[config.mk]
export PLATFORM = sky130hd
export DESIGN_NAME = trap_ctrl
export DESIGN_NICKNAME = d
export VERILOG_FILES = /design/src/rtl/trap_ctrl.sv
export SDC_FILE = /design/constraint.sdc
export NUM_CORES = 1
export LEC_CHECK = 0
export BUFFER_PORTS_ARGS = -buffer_cell sky130_fd_sc_hd__buf_2
export CORE_AREA = 5 5 244 246
export CTS_CLUSTER_SIZE = 40
export DETAILED_ROUTE_END_ITERATION = 10
export DIE_AREA = 0 0 249 251
export PLACE_DENSITY_LB_ADDON = 0.05
export SYNTH_ARGS = -nofsm -noshare
export SYNTH_HDL_FRONTEND = slang
export SYNTH_SLANG_ARGS = --single-unit
[constraint.sdc]
create_clock -name clk -period 2.9 [get_ports clk]
set_input_delay 0.58 -clock clk [delete_from_list [all_inputs] [get_ports clk]]
set_output_delay 0.58 -clock clk [all_outputs]
set_load 0.005 [all_outputs]
[src/rtl/trap_ctrl.sv]
// trap_ctrl: machine-mode trap and counter state holder.
// Owns mstatus.MIE/MPIE, mepc, mcause, mtval, mcycle and minstret, performs
// trap entry and mret, and hands the resulting PC redirect to fetch through
// a valid/ready handshake.
module trap_ctrl #(
   parameter int unsigned RESET_PC_UNUSED = 0
) (
   input  logic        clk,
   input  logic        rst,
   input  logic        csr_we,
   input  logic        mie_next,
   input  logic        mpie_next,
   input  logic [31:0] mepc_next,
   input  logic [31:0] mcause_next,
   input  logic [31:0] mtval_next,
   input  logic [63:0] mcycle_next,
   input  logic [63:0] minstret_next,
   input  logic        mcycle_inhibit,
   input  logic        minstret_inhibit,
   input  logic [29:0] mtvec_base,
   input  logic        mtie,
   input  logic        msie,
   input  logic        meie,
   input  logic        mtip,
   input  logic        msip,
   input  logic        meip,
   input  logic        exc_valid,
   input  logic [3:0]  exc_cause,
   input  logic [31:0] exc_pc,
   input  logic [31:0] exc_tval,
   input  logic        mret,
   input  logic        retire,
   input  logic        boundary,
   input  logic [31:0] boundary_pc,
   output logic        redirect_valid,
   output logic [31:0] redirect_pc,
   input  logic        redirect_ready,
   output logic        mie,
   output logic        mpie,
   output logic [31:0] mepc,
   output logic [31:0] mcause,
   output logic [31:0] mtval,
   output logic [63:0] mcycle,
   output logic [63:0] minstret
);

   // Reserved parameter: no behaviour is attached to any value.
   if (RESET_PC_UNUSED != 0) begin : g_reset_pc_reserved
   end

   typedef enum logic {
      S_RUN,
      S_REDIRECT
   } state_t;

   state_t     state;
   logic       irq_pend;
   logic       irq_take;
   logic       csr_acc;
   logic [3:0] irq_code;

   // Interrupt selection and arbitration of csr_we against higher-priority events.
   always_comb begin
      irq_pend = boundary && mie && ((meip && meie) || (msip && msie) || (mtip && mtie));
      irq_code = 4'd7;
      if (meip && meie)
         irq_code = 4'd11;
      else if (msip && msie)
         irq_code = 4'd3;
      irq_take = (state == S_RUN) && !exc_valid && !mret && irq_pend;
      csr_acc  = (state == S_RUN) && csr_we && !exc_valid && !mret && !irq_pend;
   end

   // Trap/return state machine, CSR writes and free-running counters.
   always_ff @(posedge clk) begin
      if (rst) begin
         state          <= S_RUN;
         redirect_valid <= 1'b0;
         redirect_pc    <= '0;
         mie            <= 1'b0;
         mpie           <= 1'b0;
         mepc           <= '0;
         mcause         <= '0;
         mtval          <= '0;
         mcycle         <= '0;
         minstret       <= '0;
      end else begin
         case (state)
            S_RUN: begin
               if (exc_valid) begin
                  mepc           <= {exc_pc[31:2], 2'b00};
                  mcause         <= {28'b0, exc_cause};
                  mtval          <= exc_tval;
                  mpie           <= mie;
                  mie            <= 1'b0;
                  redirect_pc    <= {mtvec_base, 2'b00};
                  redirect_valid <= 1'b1;
                  state          <= S_REDIRECT;
               end else if (mret) begin
                  mie            <= mpie;
                  mpie           <= 1'b1;
                  redirect_pc    <= mepc;
                  redirect_valid <= 1'b1;
                  state          <= S_REDIRECT;
               end else if (irq_take) begin
                  mepc           <= {boundary_pc[31:2], 2'b00};
                  mcause         <= {1'b1, 27'b0, irq_code};
                  mtval          <= '0;
                  mpie           <= mie;
                  mie            <= 1'b0;
                  redirect_pc    <= {mtvec_base, 2'b00};
                  redirect_valid <= 1'b1;
                  state          <= S_REDIRECT;
               end else if (csr_acc) begin
                  mie            <= mie_next;
                  mpie           <= mpie_next;
                  mepc           <= mepc_next;
                  mcause         <= mcause_next;
                  mtval          <= mtval_next;
               end
            end
            S_REDIRECT: begin
               if (redirect_ready) begin
                  redirect_valid <= 1'b0;
                  state          <= S_RUN;
               end
            end
            default: begin
               redirect_valid <= 1'b0;
               state          <= S_RUN;
            end
         endcase

         if (csr_acc) begin
            mcycle   <= mcycle_next;
            minstret <= minstret_next;
         end else begin
            if (!mcycle_inhibit)
               mcycle <= mcycle + 64'd1;
            if (retire && !minstret_inhibit)
               minstret <= minstret + 64'd1;
         end
      end
   end

endmodule

==> flow_metrics.tcl <==
set metrics [dict create \
    cp-start-kind "flop" \
    ant_nets 0 \
    drt-initial-drc-count 623 \
    p_total_mw 9.98 \
    arrival_ns 3.05 \
    synthTopCellsByCount "260 x dfxtp_1, 237 x nand2_1, 226 x nor2_1" \
    antenna_found_initial 17 \
    synth.most_common_cell "dfxtp_1" \
    grt_pass1_wl_mm 92.3 \
    cts_max_level 2 \
    io_buffer_count 626 \
    synth_seq_cells 260 \
    nFillCells 6278 \
    min_period_ns 2.61 \
    grt.total_usage 0.187 \
    ios 631 \
    drive_gt1_frac 0.343 \
    finalSetupViolCount 0 \
    die_x_um 249 \
    synth_top_area_share 0.400 \
    numClockSinks 260 \
    startpoint "minstret[0]$_SDFFE_PP0P_" \
    gp_congestion 0.835 \
    met1_usage 0.228 \
    synth_top_flop_cell "dfxtp_1" \
    hold_class "in2reg" \
    postCtsResizedCells 0 \
    detailed_place.area_um2 17200 \
    clockBufferDepth 3 \
    drtPass1Iterations 7 \
    syn_inst 1652 \
    dpl.hpwl_mm 47.2 \
    finalInstanceArea_um2 18400 \
    finalHoldViolations 0 \
    hp-start "redirect_ready" \
    synth_fa_ha_area_frac 0.00192 \
    cap_violations 0 \
    synth_xor_area_frac 0.0740 \
    grt_max_degree 101 \
    met2_usage 0.323 \
    worstSetupEndpointType "flop" \
    die_y_um 251 \
    cts_tree "built" \
    worst_slack_ns 0.288 \
    stdcell_count 3034 \
    synth-edff-count 0 \
    rsz0062_at_grt "no" \
    std_cell_rows 88 \
    numCtsBuffers 36 \
    initial_core_util 0.228 \
    num_vias 14300 \
    synth_area_per_cell_um2 7.89 \
    cts_root_buffer "clkbuf_16" \
    synthSimpleGateAreaFrac 0.304 \
    clk_pin_slew_ns 0.06 \
    nNetsFinal 2617 \
    synth_area_leaders "dfxtp_1 40%, a211oi_1 8.1%, nand2_1 6.8%" \
    yosys.area.top_type "dfxtp_1" \
    grt_pass1_vias 14500 \
    drc 0 \
    syn_nets 2026 \
    fin_worst_skew_ns 0.00915 \
    synth_compound_area_frac 0.173 \
    syn_area_um2 13000 \
    fmax_mhz 383 \
    drt-total-wl_mm 61.9 \
    max-vdd-ir-drop_mv 0.302 \
    die_area_um2 62500 \
    drv_slew 0 \
    run_status "complete, no violations" \
    post_cts_buffers 0 \
    vias_per_cell 4.73 \
    pre_cts_slack_ns -0.0509 \
    leakagePower_nw 7.75 \
    cp.required_ns 3.34 \
    syn2layout_area_growth_pct 41.1 \
    maxSlewHeadroom 0.505 \
    worst_r2r_startpoint "minstret[0]$_SDFFE_PP0P_" \
    wl_per_cell_um 20.4 \
    use_met3 0.0625 \
    path_max_fanout 10 \
    synthMuxAreaShare 0.00154 \
    worst_pin_slew_ns 0.741 \
    gr-total-overflow 0 \
    synth_top_family_by_area "simple AND/OR/NAND/NOR gates" \
    cellPowerDensity_nw_per_um2 543 \
    ys_types 56 \
    async_reset_ff_frac 0 \
    clk_latency_ns 0.53 \
    grt_busiest_layer "met2" \
    cts_hold_buffers 0 \
    critPathKind "reg2reg" \
    dp_cells 2970 \
    core_um2 57100 \
    synth-seq-area-share 0.400 \
    hold_ws_ns 0.254 \
    period_share 0.901 \
    yosys_warnings 0 \
]
-- critical path: stages, from the launching register on --
cell      delay (ns)
dfxtp_1         0.34
ha_1            0.22
nand4_1         0.22
or3_1           0.38
or4_1           0.66
and4bb_1        0.42
xnor2_1         0.08
a211oi_1        0.21
-- stage by stage --
stage	util	setup TNS [ns]
after floorplan	-	0
after global placement	0.302	-0.170
after detailed placement	0.302	-0.138
after CTS	0.322	0
after global routing	0.322	0
final	0.322	0
-- flip-flops by register name (all words and copies together), names as in the netlist --
name            cells
state               1
mepc               32
mie                 1
mtval              32
mcycle             64
redirect_pc        32
minstret           64
mcause             32
redirect_valid      1
mpie                1
-- logic make-up (layout without fill, tap and decap cells) --
logic type               count (synthesis)  count (layout)
AND/OR/NAND/NOR                        814             814
AO/OA/AOI/OAI                          318             318
flip-flops                             260             260
buffers and inverters                  146             757
XOR/XNOR                               110             110
adder cells (fa/ha/maj)                  2               2
multiplexers                             2               2
other                                    0               6
-- metal layers --
| layer | routed length [µm] | vias to the layer above | share of wire |
|---|---|---|---|
| met1 | 25800 | 6705 | 0.42 |
| li1 | - | 7105 | - |
| met5 | 106 | - | 0.0017 |
| met4 | 1150 | 20 | 0.019 |
| met3 | 4680 | 80 | 0.076 |
| met2 | 30100 | 435 | 0.49 |
-- area by class of cell --
| cell class | instances | area [µm²] | area share |
|---|---|---|---|
| diodes | 6 | 15.0 | 0.000817 |
| well taps | 765 | 957 | 0.0521 |
| multi-input cells | 1246 | 7280 | 0.396 |
| flip-flops and latches | 260 | 5200 | 0.283 |
| repair buffers | 682 | 3740 | 0.203 |
| inverters | 17 | 63.8 | 0.00347 |
| clock inverters | 5 | 77.6 | 0.00422 |
| clock buffers | 53 | 1060 | 0.0574 |
-- report_power, final --
part	internal, mW	total (mW)	switching, mW
combinational	0.696	1.54	0.839
clock	2.67	4.37	1.70
sequential	3.83	4.07	0.234
-- layout by cell type, fill, tap and decap left out, drive strengths merged, types with 43 or more instances in the layout --
cell    netlist  routed
clkbuf       96      54
a311oi       43      43
nand3       118     118
nor3         69      69
nand2       239     239
a211oi      143     143
xnor2        72      72
buf          33     681
nor2        226     226
a21oi        70      70
dfxtp       260     260
-- path summary, 6_finish.rpt --
path | cells past startpoint | endpoint | slack [ns]
setup reg to reg | 7 | minstret[56]$_SDFFE_PP0P_ | 0.29
setup / recovery | 7 | minstret[56]$_SDFFE_PP0P_ | 0.29
hold reg to reg | 2 | mcause[19]$_SDFFE_PP0P_ | 0.45
hold / removal | 2 | redirect_valid$_SDFFE_PP0P_ | 0.25
Note: power is estimated with default switching activity, not from simulation.
